<file path="src/rtl/vedic_pkg.sv">
// Shared definitions for the sequential Vedic multiplier: FSM encoding,
// derived-size helpers and the legal operand-width rule.
package vedic_pkg;

  typedef enum logic [1:0] {
    IDLE = 2'b00,
    CALC = 2'b01,
    DONE = 2'b10
  } state_t;

  function automatic int digits(input int width);
    return width / 2;
  endfunction

  // idx enumerates every (i, j) digit pair, so it needs log2(D*D) bits
  function automatic int cnt_width(input int width);
    return $clog2((width / 2) * (width / 2));
  endfunction

  function automatic bit width_is_legal(input int width);
    return (width == 4) || (width == 8) || (width == 16) || (width == 32);
  endfunction

endpackage

</file>
<file path="src/rtl/vedic_pp_2x2.sv">
// 2x2-bit unsigned Vedic multiplier core (vertical and crosswise):
// AND terms for the digit products, two half adders to fold the cross terms.
module vedic_pp_2x2 (
  input  logic [1:0] x,
  input  logic [1:0] y,
  output logic [3:0] pp
);

  logic cross_a;
  logic cross_b;
  logic high;
  logic sum1;
  logic carry1;
  logic sum2;
  logic carry2;

  assign cross_a = x[1] & y[0];
  assign cross_b = x[0] & y[1];
  assign high    = x[1] & y[1];

  assign sum1   = cross_a ^ cross_b;
  assign carry1 = cross_a & cross_b;

  assign sum2   = high ^ carry1;
  assign carry2 = high & carry1;

  assign pp = {carry2, sum2, sum1, x[0] & y[0]};

endmodule

</file>
<file path="src/rtl/vedic_mul_seq.sv">
// Sequential WIDTH x WIDTH unsigned multiplier: one 2x2 Vedic core is reused
// for every digit pair, accumulating one shifted partial product per cycle.
module vedic_mul_seq
  import vedic_pkg::*;
#(
  parameter int WIDTH = 8
) (
  input  logic               clk,
  input  logic               rst,
  input  logic               in_valid,
  output logic               in_ready,
  input  logic [WIDTH-1:0]   a,
  input  logic [WIDTH-1:0]   b,
  output logic               out_valid,
  input  logic               out_ready,
  output logic [2*WIDTH-1:0] p,
  output logic               busy
);

  localparam int D     = digits(WIDTH);
  localparam int CNT_W = cnt_width(WIDTH);
  localparam int HALF  = CNT_W / 2;
  localparam int PW    = 2 * WIDTH;
  localparam logic [CNT_W-1:0] LAST_IDX = CNT_W'(D * D - 1);

  if (!width_is_legal(WIDTH)) begin : g_width_check
    $error("vedic_mul_seq: WIDTH must be one of 4, 8, 16, 32");
  end

  state_t            state_q, state_d;
  logic [PW-1:0]     acc_q, acc_d;
  logic [CNT_W-1:0]  idx_q, idx_d;
  logic [WIDTH-1:0]  a_q, a_d;
  logic [WIDTH-1:0]  b_q, b_d;
  logic              out_valid_q, out_valid_d;

  logic [HALF-1:0]   dig_i;
  logic [HALF-1:0]   dig_j;
  logic [HALF:0]     a_lsb;
  logic [HALF:0]     b_lsb;
  logic [1:0]        a_dig;
  logic [1:0]        b_dig;
  logic [3:0]        pp;
  logic [HALF:0]     dig_sum;
  logic [PW-1:0]     pp_shifted;

  // Upper half of idx walks the multiplicand digits, lower half the multiplier digits
  always_comb begin
    dig_i      = idx_q[CNT_W-1:HALF];
    dig_j      = idx_q[HALF-1:0];
    a_lsb      = {dig_i, 1'b0};
    b_lsb      = {dig_j, 1'b0};
    a_dig      = 2'(a_q >> a_lsb);
    b_dig      = 2'(b_q >> b_lsb);
    dig_sum    = {1'b0, dig_i} + {1'b0, dig_j};
    pp_shifted = {{(PW-4){1'b0}}, pp} << {dig_sum, 1'b0};
  end

  vedic_pp_2x2 u_pp (
    .x  (a_dig),
    .y  (b_dig),
    .pp (pp)
  );

  always_comb begin
    state_d     = state_q;
    acc_d       = acc_q;
    idx_d       = idx_q;
    a_d         = a_q;
    b_d         = b_q;
    out_valid_d = out_valid_q;
    case (state_q)
      IDLE: begin
        if (in_valid) begin
          a_d     = a;
          b_d     = b;
          acc_d   = '0;
          idx_d   = '0;
          state_d = CALC;
        end
      end
      CALC: begin
        acc_d = acc_q + pp_shifted;
        idx_d = idx_q + CNT_W'(1);
        if (idx_q == LAST_IDX) begin
          state_d     = DONE;
          out_valid_d = 1'b1;
        end
      end
      DONE: begin
        // acc is kept so p stays at the last product while idle
        if (out_ready) begin
          state_d     = IDLE;
          out_valid_d = 1'b0;
        end
      end
      default: begin
        state_d     = IDLE;
        out_valid_d = 1'b0;
      end
    endcase
  end

  always_ff @(posedge clk) begin
    if (rst) begin
      state_q     <= IDLE;
      acc_q       <= '0;
      idx_q       <= '0;
      a_q         <= '0;
      b_q         <= '0;
      out_valid_q <= 1'b0;
    end else begin
      state_q     <= state_d;
      acc_q       <= acc_d;
      idx_q       <= idx_d;
      a_q         <= a_d;
      b_q         <= b_d;
      out_valid_q <= out_valid_d;
    end
  end

  assign in_ready  = (state_q == IDLE);
  assign busy      = (state_q == CALC) || (state_q == DONE);
  assign out_valid = out_valid_q;
  assign p         = acc_q;

endmodule

</file>
<file path="config.mk">
export PLATFORM = sky130hd
export DESIGN_NAME = vedic_mul_seq
export DESIGN_NICKNAME = d
export VERILOG_FILES = /design/src/rtl/vedic_pkg.sv /design/src/rtl/vedic_pp_2x2.sv /design/src/rtl/vedic_mul_seq.sv
export SDC_FILE = /design/constraint.sdc
export NUM_CORES = 1
export LEC_CHECK = 0
export ABC_CLOCK_PERIOD_IN_PS = 4300
export CAP_MARGIN = 10
export CORE_MARGIN = 10
export CORE_UTILIZATION = 45
export DETAILED_ROUTE_END_ITERATION = 7
export DONT_BUFFER_PORTS = 1
export HOLD_SLACK_MARGIN = 0.12
export PLACE_DENSITY = 0.73
export SYNTH_ARGS = -nofsm -noshare
export SYNTH_HDL_FRONTEND = slang
export SYNTH_SLANG_ARGS = --single-unit
</file>
<file path="constraint.sdc">
create_clock -name clk -period 4.3 [get_ports clk]
set_input_delay 1.29 -clock clk [delete_from_list [all_inputs] [get_ports clk]]
set_output_delay 1.29 -clock clk [all_outputs]
set_load 0.005 [all_outputs]
</file>
==> summary.md <==
| Metric | Value |
|---|---|
| Status | `finished clean` |
| Post-route ant nets | `0` |
| Syn Std Cell Area | `2690 µm²` |
| CP endpoint | `p[15]` |
| Setup_tns | `0 ns` |
| Clock slew at reported path FFs | `0.09 ns` |
| Mapped Avg Cell Area | `7.76 µm²` |
| Least-Margin Pin Slew | `0.745 ns` |
| Root buffer cell | `clkbuf_8` |
| WP buf/inv | `0` |
| Largest net degree at the start of global routing | `34` |
| Element type at the critical path start | `register` |
| Reg2Reg Capture Point | `p[15]` |
| Vias in the first global route | `2346` |
| Initial antenna violation count | `0` |
| Fill cells | `562` |
| First-pass GRT wire length | `10.9 mm` |
| Routed WL per cell | `16.0 µm` |
| Layout cells sized above 1 | `0.0682` |
| Crit end category | `register` |
| Setup Skew | `0.00438 ns` |
| HP Class | `reg -> reg` |
| RSZ-0062 raised after global routing | `no` |
| Post-CTS Setup Bufs | `0` |
| GPL Wtd Cong | `0.903` |
| Core area | `5850 µm²` |
| Worst path most repeated cell | `ha_1` |
| Fmax | `252 MHz` |
| Number of cell rows | `28` |
| Largest stage delay on the critical path | `0.57 ns` |
| Die Ht | `97.4 µm` |
| DRC | `0` |
| Crit Path Max Fanout | `8` |
| # H-tree levels | `2` |
| GRT busiest layer | `met2` |
| Clock period minus worst slack | `3.97 ns` |
| Crit-path slowest cell | `mux4_2` |
| Yosys warning count | `0` |
| Die area | `9480 µm²` |
| Global-route usage over all layers | `0.134` |
| Seq/Total Area, Yosys | `0.290` |
| Routed WL | `6.60 mm` |
| Post-layout util | `0.483` |
| Final Hold Fails | `0` |
| R2r setup slk | `0.33 ns` |
| Finished Layout Cells | `412` |
| Cells along the critical path | `mux4_2 -> and2_1 -> ha_1 -> ha_1 -> nor2b_1 -> a31oi_2 -> nor2_1 -> ha_1 -> o211ai_1 -> o21a_1 -> a2111o_1 -> nand4_1 -> or4b_1 -> o211ai_2` |
| Max_cap viols | `0` |
| Vias/cell | `5.80` |
| Die Width | `97.4 µm` |
| Nets | `380` |
| FF-to-FF path depth | `14` |
| CTS tree | `built` |
| DPL Wire Length | `5.04 mm` |
| Grt total ovfl | `0` |
| Total number of vias | `2388` |
| LEAKAGE | `0.00107 µW` |
| Number of cells on the critical path | `14` |
| Hold Path Origin | `a_q[6]` |
| Initial drt markers | `127` |
| Kind of critical path | `reg -> reg` |
| Total CTS buffers | `5` |
| PD cells | `288 nW/µm²` |
| Synth-to-Final Area Change | `4.97%` |
| Syn_nets | `391` |
| Number of port buffers | `0` |
| Hold_buf cts | `0` |
| # placed instances | `404` |
| Synth Instances | `347` |
| Total Power | `815 µW` |
| Final setup vio count | `0` |
| Worst Path Required | `4.54 ns` |
| CP Launch Point | `idx_q[2]` |
| GR Layer Usage met3 | `0.0391` |
| CTS resizes | `0` |
| Max Slew Vio Count | `0` |
| Setup ws final | `0.328 ns` |
| Final Cycle Share | `0.924` |
| Crit path max-delay family | `compound AO/OA/AOI/OAI gates` |
| Met1 usage | `0.155` |
| EDFF count, synth | `0` |
| Starting Density | `0.460` |
| CTS Buffer Depth | `2` |
| # IOs | `39` |
| Startpoint of the worst register-to-register path | `idx_q[2]` |
| Ys async rst share | `0` |
| Clock net sink count | `39` |
| Peak VDD IR | `0.000167 V` |
| Antenna diodes | `0` |
| Worst EP arrival | `4.21 ns` |
| Drt pass-1 iters | `4` |
| Met2 usage | `0.231` |
| Clock latency on the worst-skew pair | `0.30 ns` |
| Ys flop type | `dfxtp_1` |
| Yosys cell types | `51` |
| Slew HR | `0.503` |
| Post-Place Worst Slack | `0.150 ns` |
| Seq cells post-synth | `39` |
-- worst min-delay path, delay by kind of cell (launching register included) --
kind | cells | cell delay, ns
DFF | 1 | 0.32
AOI/OAI and AO/OA | 1 | 0.05
and+or+nand+nor | 1 | 0.05
-- report_power, final --
group | leakage, µW | internal [µW] | switching, µW
Combinational | 0.000712 | 49.8 | 99.3
Sequential | 0.000318 | 381 | 15.7
Clock | 0.0000408 | 116 | 153
-- per-stage QoR --
step                      hold slack (ns)  area (µm²)
final                               0.455        2830
after global placement              0.439        2730
after detailed placement            0.445        2730
after floorplan                     0.433        2690
after CTS                           0.457        2820
after global routing                0.484        2830
-- worst min-delay path by stage --
| stage | endpoint | cells past startpoint |
|---|---|---|
| detailed placement | a_q[6] | 2 |
| finish | a_q[6] | 2 |
| CTS | a_q[6] | 2 |
| floorplan | a_q[4] | 2 |
| global placement | b_q[4] | 2 |
| global route | a_q[3] | 2 |
-- synth_stat cells, types with 3 or more instances --
cell / instances / area (µm²)
inv_1: 16 / 60.1
ha_1: 22 / 275
nand4_1: 4 / 25.0
nand2_1: 56 / 210
and2_1: 5 / 31.3
nor3b_1: 3 / 22.5
a21o_1: 3 / 22.5
xor2_1: 3 / 26.3
mux4_2: 4 / 90.1
nor3_1: 6 / 30.0
or3_1: 5 / 31.3
o211ai_1: 4 / 30.0
dfxtp_1: 39 / 781
a211oi_1: 3 / 22.5
a222oi_1: 3 / 30.0
a21oi_1: 40 / 200
clkbuf_1: 19 / 71.3
o21ai_0: 22 / 110
nor2b_1: 7 / 43.8
nand2b_1: 5 / 31.3
xnor2_1: 8 / 70.1
nand3_1: 7 / 35.0
nor2_1: 23 / 86.3
a31oi_1: 5 / 31.3
-- registers in the layout, summed over array words and instances, names as in the netlist --
| register | flops |
|---|---|
| p | 16 |
| a_q | 8 |
| b_q | 8 |
| idx_q | 4 |
| state_q | 2 |
| out_valid | 1 |
-- kinds of logic (layout without fill, tap and decap cells) --
kind of cell,Yosys count,after routing,synth area share
simple gates,127,127,0.221
compound gates,101,101,0.235
flops,39,39,0.290
buf+inv,37,27,0.0520
fa+ha+maj,24,24,0.117
xor+xnor,11,11,0.0358
mux,8,8,0.0493
-- placed cells by master, fill, tap and decap left out, types with 3 or more instances in the layout --
master,n
nand2_1,56
a21oi_1,40
dfxtp_1,37
nor2_1,23
o21ai_0,22
ha_1,22
inv_1,16
xnor2_1,8
nor2b_1,7
nand3_1,7
nor3_1,6
and2_1,5
or3_1,5
nand2b_1,5
clkbuf_8,5
mux4_2,4
a31oi_1,4
nand4_1,4
o211ai_1,4
a21o_1,3
a211oi_1,3
a222oi_1,3
xor2_1,3
nor3b_1,3
-- area by class of cell --
class / instances / area (µm²) / area share
clock buffers: 5 / 68.8 / 0.0243
clock inverters: 3 / 23.8 / 0.00841
inverters: 17 / 63.8 / 0.0226
multi-input cells: 271 / 1780 / 0.629
flip-flops and latches: 39 / 783 / 0.277
well taps: 75 / 93.8 / 0.0332
repair buffers: 2 / 15.0 / 0.00531
-- layer usage --
layer,part of all wire,vias to the layer above
met2,0.48,53
li1,-,1213
met5,0,-
met1,0.44,1114
met4,0.014,0
met3,0.057,8
(Power assumes the default switching activity.)
